===== src/rtl/spi_pkg.sv =====
// spi_pkg: shared SPI state encoding, mode constants and counter sizing for the TX/RX shifters
package spi_pkg;
  typedef enum logic [1:0] {IDLE, ARMED, SHIFT} spi_state_e;
  localparam int CPHA0 = 0;
  localparam int CPHA1 = 1;
  localparam int ORDER_MSB_FIRST = 0;
  localparam int ORDER_LSB_FIRST = 1;
  function automatic int spi_cnt_w(input int width);
    return $clog2(width + 1);
  endfunction
endpackage


===== src/rtl/spi_tx_holdbuf.sv =====
// spi_tx_holdbuf: one-entry valid/ready holding register with a consume strobe
module spi_tx_holdbuf #(
  parameter int W = 8
) (
  input  logic         clk,
  input  logic         rst,
  input  logic [W-1:0] wr_data_i,
  input  logic         wr_valid_i,
  output logic         wr_ready_o,
  output logic [W-1:0] rd_data_o,
  output logic         rd_full_o,
  input  logic         rd_consume_i
);
  logic         full_q, full_d, accept;
  logic [W-1:0] data_q, data_d;
  assign accept     = wr_valid_i && !full_q;
  assign full_d     = accept || (full_q && !rd_consume_i);
  assign data_d     = accept ? wr_data_i : data_q;
  assign wr_ready_o = !full_q;
  assign rd_data_o  = data_q;
  assign rd_full_o  = full_q;
  always_ff @(posedge clk or negedge rst) begin
    if (!rst) begin
      full_q <= 1'b0;
      data_q <= '0;
    end else begin
      full_q <= full_d;
      data_q <= data_d;
    end
  end
endmodule


===== src/rtl/spi_slave_tx_shifter.sv =====
// spi_slave_tx_shifter: SPI slave MISO shifter with holding buffer, CPHA 0/1 and bit-order options.
// Define SPI_TX_PARITY_EN to append an even-parity bit after each word.
module spi_slave_tx_shifter
  import spi_pkg::*;
#(
  parameter int   DATA_WIDTH = 8,
  parameter int   CPHA       = 0,
  parameter int   LSB_FIRST  = 0,
  parameter logic IDLE_VAL   = 1'b1
) (
  input  logic                  clk,
  input  logic                  rst,
  input  logic [DATA_WIDTH-1:0] tx_data,
  input  logic                  tx_valid,
  output logic                  tx_ready,
  input  logic                  cs_n,
  input  logic                  shift_stb,
  output logic                  dout,
  output logic                  dout_oe,
  output logic                  done,
  output logic                  underrun,
  output logic                  abort
);
  localparam int CW = spi_cnt_w(DATA_WIDTH);
`ifdef SPI_TX_PARITY_EN
  localparam int NB = DATA_WIDTH + 1;
`else
  localparam int NB = DATA_WIDTH;
`endif
  localparam logic [DATA_WIDTH-1:0] IDLE_WORD = {DATA_WIDTH{IDLE_VAL}};
  spi_state_e            state_q, state_d;
  logic [DATA_WIDTH-1:0] sh_q, sh_d, buf_data, load_word, sh_next;
  logic [CW-1:0]         cnt_q, cnt_d;
  logic                  oe_q, done_q, done_d, underrun_q, underrun_d, abort_q, abort_d;
  logic                  buf_full, load, sh_bit;
  spi_tx_holdbuf #(.W(DATA_WIDTH)) u_holdbuf (
    .clk         (clk),
    .rst         (rst),
    .wr_data_i   (tx_data),
    .wr_valid_i  (tx_valid),
    .wr_ready_o  (tx_ready),
    .rd_data_o   (buf_data),
    .rd_full_o   (buf_full),
    .rd_consume_i(load)
  );
  assign load_word = buf_full ? buf_data : IDLE_WORD;
  assign sh_next   = (LSB_FIRST == ORDER_LSB_FIRST) ? {IDLE_VAL, sh_q[DATA_WIDTH-1:1]}
                                                    : {sh_q[DATA_WIDTH-2:0], IDLE_VAL};
  assign sh_bit    = (LSB_FIRST == ORDER_MSB_FIRST) ? sh_q[DATA_WIDTH-1] : sh_q[0];
  always_comb begin
    state_d    = state_q;
    sh_d       = sh_q;
    cnt_d      = cnt_q;
    done_d     = 1'b0;
    underrun_d = 1'b0;
    abort_d    = 1'b0;
    load       = 1'b0;
    if (cs_n) begin
      state_d = IDLE;
      abort_d = (state_q == SHIFT) && (cnt_q != '0);
    end else if (state_q == IDLE) begin
      state_d = (CPHA == CPHA1) ? ARMED : SHIFT;
      load    = (CPHA == CPHA0);
    end else if (shift_stb) begin
      if (state_q == ARMED) begin
        state_d = SHIFT;
        load    = 1'b1;
      end else if (cnt_q == CW'(NB - 1)) begin
        // the strobe consuming the last bit either chains the next word or re-arms
        done_d  = 1'b1;
        cnt_d   = '0;
        load    = (CPHA == CPHA0);
        state_d = (CPHA == CPHA0) ? SHIFT : ARMED;
      end else begin
        sh_d  = sh_next;
        cnt_d = cnt_q + CW'(1);
      end
    end
    if (load) begin
      sh_d       = load_word;
      cnt_d      = '0;
      underrun_d = !buf_full;
    end
  end
  always_ff @(posedge clk or negedge rst) begin
    if (!rst) begin
      state_q    <= IDLE;
      sh_q       <= IDLE_WORD;
      cnt_q      <= '0;
      oe_q       <= 1'b0;
      done_q     <= 1'b0;
      underrun_q <= 1'b0;
      abort_q    <= 1'b0;
    end else begin
      state_q    <= state_d;
      sh_q       <= sh_d;
      cnt_q      <= cnt_d;
      oe_q       <= !cs_n;
      done_q     <= done_d;
      underrun_q <= underrun_d;
      abort_q    <= abort_d;
    end
  end
`ifdef SPI_TX_PARITY_EN
  logic par_q;
  always_ff @(posedge clk or negedge rst) begin
    if (!rst) par_q <= 1'b0;
    else if (load) par_q <= ^load_word;
  end
  assign dout = (state_q == SHIFT) ? ((cnt_q == CW'(DATA_WIDTH)) ? par_q : sh_bit) : IDLE_VAL;
`else
  assign dout = (state_q == SHIFT) ? sh_bit : IDLE_VAL;
`endif
  assign dout_oe  = oe_q;
  assign done     = done_q;
  assign underrun = underrun_q;
  assign abort    = abort_q;
endmodule


===== config.mk =====
export PLATFORM = sky130hd
export DESIGN_NAME = spi_slave_tx_shifter
export DESIGN_NICKNAME = d
export VERILOG_FILES = /design/src/rtl/spi_pkg.sv /design/src/rtl/spi_tx_holdbuf.sv /design/src/rtl/spi_slave_tx_shifter.sv
export SDC_FILE = /design/constraint.sdc
export NUM_CORES = 1
export LEC_CHECK = 0
export ABC_AREA = 1
export CAP_MARGIN = 0
export CELL_PAD_IN_SITES_DETAIL_PLACEMENT = 1
export CELL_PAD_IN_SITES_GLOBAL_PLACEMENT = 1
export CORE_UTILIZATION = 43
export CTS_CLUSTER_DIAMETER = 50
export DETAILED_ROUTE_END_ITERATION = 12
export MAX_ROUTING_LAYER = met4
export PLACE_DENSITY = 0.94
export SETUP_SLACK_MARGIN = 0.5
export SKIP_LAST_GASP = 1
export SYNTH_ARGS = -nofsm -noshare
export SYNTH_HDL_FRONTEND = slang
export SYNTH_SLANG_ARGS = --single-unit
export TNS_END_PERCENT = 100

===== constraint.sdc =====
create_clock -name clk -period 1.8 [get_ports clk]
set_input_delay 0.18 -clock clk [delete_from_list [all_inputs] [get_ports clk]]
set_output_delay 0.18 -clock clk [all_outputs]
set_load 0.03 [all_outputs]

==> reports/metrics.csv, run 1 <==
metric,value,unit
areaGrowthSynthToFinish,30.7,%
grt_pass1_wl,5110,um
wirelength,3310,um
diodes,0,
cp_cell_sequence,inv_2 > or2_4 > buf_6,
synth_fp_nets,160,
nNetsFinal,195,
ioPinCount,19,
cts_tree,done,
cp-start-kind,flip-flop,
io_buffers,18,
max_freq,746,MHz
clk_latency,0.33,ns
cp_num_buf_inv,2,
dp_cells,194,
slew_viol_final,0,
start_util,45.9,%
ir_drop,0.569,mV
leakagePower,0.873,nW
clk_path_buf_depth,2,
die_h,56.7,um
critPathMaxStageDelay,0.39,ns
hpwl,2080,um
worst_slack,0.459,ns
multi_input_area,549,um2
synth_seq_cells,26,
grt_max_degree,27,
path_clk_slew,0.14,ns
dpl_cell_area,1500,um2
cap_violations,0,
via_count,1106,
worstPathArrival,1.16,ns
fin_util,60.0,%
finalSetupViolCount,0,
grtUsageTotal,21.3,%
avgSynthCellArea,8.89,um2
seq_area,661,um2
critical_path_class,flip-flop to primary output,
num_rows,19,
postRouteAntennaNets,0,
ys_seq_area_share,51.3,%
firstDrtPassIters,8,
final_area,1680,um2
synth.distinct_cells,24,
fin_crit,1.34,ns
fill_cells,326,
dieWidth,56.7,um
core,2810,um2
cp-end-kind,primary output,
die-area,3220,um2
stdcell_count,210,
cts_buffers,3,
hold_class,input pin to async pin,
syn_area,1290,um2
place.gp.congestion,0.831,
cp.required,1.62,ns
dp_slack,0.212,ns
fin_worst_skew,0.00298,ns
power.density,990,nW/um2
violations,DRC,
fin_crit_sh,74.5,%
cts_root_buf,clkbuf_4,
synth_cells,145,
crit_family,flip-flops,
p_total,1.67,mW
overflow,0,
drive_gt1_share,32.4,%
vias_per_cell,5.27,
first_iter_violations,38,
tightest_slew,0.338,ns
finalHoldViolations,0,
outcome,finished with violations,
antenna_found_initial,0,
routedWlPerCell,15.8,um
worstPathMaxFanout,4,
drc,4,
hold_buffers,0,
ys_warn_count,0,
htreeDepth,1,
crit_slowest_cell,dfrtp_1,
first_global_vias,1098,
holdWs,0.192,ns
clock_sink_count,26,
tns,0,ns
rsz0062_at_grt,true,
maxSlewHeadroom,77.4,%
worst paths after layout:
kind / startpoint / endpoint / slack, ns / cells past startpoint
max in group asynchronous: rst / sh_q[1] / 1.31 / 2
min reg2reg: sh_q[7] / sh_q[7] / 0.48 / 2
min in group clk: cs_n / state_q[1] / 0.40 / 2
min: rst / state_q[1] / 0.19 / 2
max: state_q[1] / dout / 0.46 / 3
max reg2reg: cnt_q[3] / sh_q[5] / 0.47 / 6
Yosys cell counts:
master    number  area [um2]
inv_2          1        3.75
dfrtp_1       18         450
nand2_2        1        6.26
nand3_1       18        90.1
buf_4          1        7.51
a21oi_1        2        10.0
a22oi_1        1        7.51
ha_1           2        25.0
mux2_2         8        90.1
a311oi_1       1        8.76
dfstp_2        8         210
nor2_1         9        33.8
nand2_1       36         135
nand2_4        2        22.5
o21ai_1        2        10.0
inv_1         25        93.8
o21ai_0        2        10.0
clkbuf_8       1        13.8
nor3_1         2        10.0
nand4_1        1        6.26
buf_6          1        11.3
nand4_4        1        21.3
buf_2          1        5.00
or2_2          1        6.26
metal layers:
layer,track usage [%],routed length [um],up-vias
met3,2.07,111,8
li1,-,-,520
met4,6.27,53,0
met1,26.8,1350,546
met5,-,0,-
met2,36.6,1800,32
registers in the layout (all words and copies together), names as in the netlist:
| name | count |
|---|---|
| sh_q | 8 |
| underrun | 1 |
| abort | 1 |
| dout_oe | 1 |
| state_q | 1 |
| u_holdbuf.rd_data_o | 8 |
| u_holdbuf.rd_full_o | 1 |
| cnt_q | 4 |
| done | 1 |
final cells by class:
class | count | share of cell area [%]
Sequential cell | 26 | 39.2
Multi-Input combinational cell | 90 | 32.6
Inverter | 26 | 6.24
Timing Repair Buffer | 33 | 17.5
Tap cell | 31 | 2.30
Clock buffer | 4 | 2.15
placed cells by master, fill, tap and decap left out, types with 2 or more instances in the layout:
master,count
nand2_1,32
inv_1,21
dfrtp_1,18
nand3_1,15
buf_4,14
clkdlybuf4s50_1,12
nor2_1,9
mux2_2,8
dfstp_2,8
nand2_2,6
dlygate4sd2_1,4
inv_2,3
nand3_2,3
o21ai_1,3
clkbuf_4,3
buf_6,3
nand2_4,2
nor3_2,2
a21oi_1,2
logic make-up (layout without fill, tap and decap cells):
| logic type | Yosys count | in the layout | synth area share, % |
|---|---|---|---|
| AOI/OAI and AO/OA | 8 | 8 | 3.59 |
| adders and majority gates | 2 | 2 | 1.94 |
| buffers and inverters | 30 | 63 | 10.5 |
| DFF | 26 | 26 | 51.3 |
| muxes | 8 | 8 | 6.99 |
| and+or+nand+nor | 71 | 72 | 25.7 |
report_power, final:
group / switching, mW / internal [mW]
combinational: 0.279 / 0.255
sequential: 0.0911 / 0.737
clock: 0.181 / 0.124
what timing repair did:
item	CTS	global route
pin swaps	1	3
setup buffers	4	7
gates cloned	1	0
resized for setup	21	20
setup endpoints to repair	19	16
endpoints found under the hold margin	0	0
Note: power is estimated with default switching activity, not from simulation.
==> run 2: changes to the inputs <==
--- a/config.mk
+++ b/config.mk
@@ -9,11 +9,11 @@
 export CAP_MARGIN = 0
 export CELL_PAD_IN_SITES_DETAIL_PLACEMENT = 1
 export CELL_PAD_IN_SITES_GLOBAL_PLACEMENT = 1
-export CORE_UTILIZATION = 43
+export CORE_UTILIZATION = 40
 export CTS_CLUSTER_DIAMETER = 50
 export DETAILED_ROUTE_END_ITERATION = 12
 export MAX_ROUTING_LAYER = met4
-export PLACE_DENSITY = 0.94
+export PLACE_DENSITY = 0.89
 export SETUP_SLACK_MARGIN = 0.5
 export SKIP_LAST_GASP = 1
 export SYNTH_ARGS = -nofsm -noshare
==> constraint.sdc (replaced) <==
create_clock -name clk -period 1.3 [get_ports clk]
set_input_delay 0.13 -clock clk [delete_from_list [all_inputs] [get_ports clk]]
set_output_delay 0.13 -clock clk [all_outputs]
set_load 0.03 [all_outputs]
==> run 2 against run 1 <==
  * The run now ends clean
  * Critical path depth up 5
  * Via count up 4.6%
  * Clock skew up 0.0044 ns
  * Sequential power up 40%
  * Clock power up 37%
  * Critical endpoint is now sh_q[3]
  * Die area up 7.2%
  * Highest routed layer unchanged
==> reports/metrics.csv, run 2 (synthesis gave the netlist of run 1 again) <==
metric,value,unit
switching_share,33.1,%
cp_cell_sequence,ha_4 > nand4_4 > buf_12 > nand3_2 > nand2_1 > inv_1 > nand2_1 > nand2_1,
power.density,1310,nW/um2
core,3050,um2
p_total,2.53,mW
cpMostUsedCell,nand2_1,
grtUsageTotal,21.3,%
io_buffers,18,
first_iter_violations,36,
dpl_cell_area,1630,um2
routedWlPerCell,15.0,um
cap_violations,0,
dp_slack,-0.115,ns
antenna_found_initial,0,
cp.required,1.57,ns
dieWidth,58.8,um
leakagePower,1.00,nW
clk_path_buf_depth,2,
htreeDepth,1,
wirelength,3530,um
fin_util,63.3,%
via_count,1157,
cp_num_buf_inv,2,
power_frac_comb,37.6,%
rsz0062_at_grt,true,
clkPwrFrac,16.5,%
hold_class,input pin to async pin,
grtUsageMet2,39.0,%
ioPinCount,19,
layout_commonest_cell,nand2_1,
slew_viol_final,0,
sequentialPowerShare,45.8,%
worst_slack,0.0253,ns
finalHoldViolations,0,
p_int,1.69,mW
final_cell_mix,"nand2_1, inv_1, buf_4, dfrtp_1, nand3_1",
die_h,58.8,um
crit_slowest_cell,dfrtp_1,
worstPathArrival,1.55,ns
worstPathMaxFanout,5,
cts_tree,done,
grt_most_used_layer,met2,
crit_family,flip-flops,
finalSetupViolCount,0,
start_util,42.2,%
firstDrtPassIters,3,
cts_root_buf,clkbuf_4,
num_rows,20,
fin_crit,1.27,ns
critical_path_class,flip-flop to flip-flop,
postRouteAntennaNets,0,
diodes,0,
fin_crit_sh,98.1,%
drc,0,
hpwl,2290,um
areaGrowthSynthToFinish,50.0,%
first_global_vias,1177,
fill_cells,359,
grt_max_degree,27,
grt_pass1_wl,5220,um
use_met3,2.20,%
overflow,0,
netSwitchingPower,837,uW
drive_gt1_share,41.1,%
cts_buffers,3,
clock_sink_count,26,
max_freq,784,MHz
cp-start-kind,flip-flop,
die-area,3450,um2
place.gp.congestion,0.800,
vias_per_cell,4.90,
nNetsFinal,208,
maxSlewHeadroom,77.2,%
critPathMaxStageDelay,0.42,ns
ir_drop,0.788,mV
outcome,finished clean,
final_area,1930,um2
clk_latency,0.33,ns
path_clk_slew,0.15,ns
use_met1,22.7,%
hold_buffers,0,
tightest_slew,0.342,ns
cp-end-kind,flip-flop,
fin_worst_skew,0.00742,ns
==> run 2: cell type report <==
cell class / instances / area [um2] / share of cell area (%)
sequential: 26 / 662 / 34.2
multi-input combinational: 90 / 629 / 32.6
timing repair buffer: 46 / 445 / 23.0
inverter: 26 / 105 / 5.44
tap: 44 / 55.1 / 2.85
clock buffer: 4 / 36.3 / 1.88
==> run 2: metal layers <==
layer / share of wire, % / vias to the layer above
met5: 0 / -
met4: 2.1 / 0
met3: 2.9 / 8
met2: 55 / 27
met1: 40 / 571
li1: - / 551
==> run 2: repair_timing <==
action                                  in CTS  in global routing
endpoints found under the setup margin      30                 30
buffers inserted                             8                  6
pin swaps                                    4                 10
gates resized for setup                     30                 34
cloned                                       1                  0
==> run 2: worst paths after layout <==
kind / startpoint / to / slack [ns] / depth (start not counted)
worst max-delay path: cnt_q[0] / sh_q[3] / 0.03 / 8
worst min register to register: sh_q[6] / sh_q[6] / 0.48 / 2
min in group clk: tx_data[5] / u_holdbuf.rd_data_o[5] / 0.40 / 2
worst max register to register: cnt_q[0] / sh_q[3] / 0.03 / 8
worst min-delay path: rst / abort / 0.16 / 2
max in group asynchronous: rst / sh_q[3] / 0.83 / 2
==> run 2: power by group through the flow <==
| stage | Sequential, mW | Clock (mW) | Combinational (mW) |
|---|---|---|---|
| floorplan | 1.14 | 0 | 0.421 |
| global placement | 1.14 | 0 | 0.620 |
| detailed placement | 1.16 | 0 | 0.662 |
| CTS | 1.14 | 0.428 | 0.763 |
| global route | 1.18 | 0.457 | 1.03 |
| finish | 1.16 | 0.418 | 0.952 |
==> run 2: per-stage QoR <==
step           setup TNS (ns)  hold slack [ns]  instances
3_3_place_gp           -0.315            0.454        217
4_1_cts                     0            0.167        230
6_report                    0            0.157        236
3_5_place_dp            -1.15            0.468        217
2_1_floorplan               0           -0.166        145
5_1_grt                -0.183            0.171        236
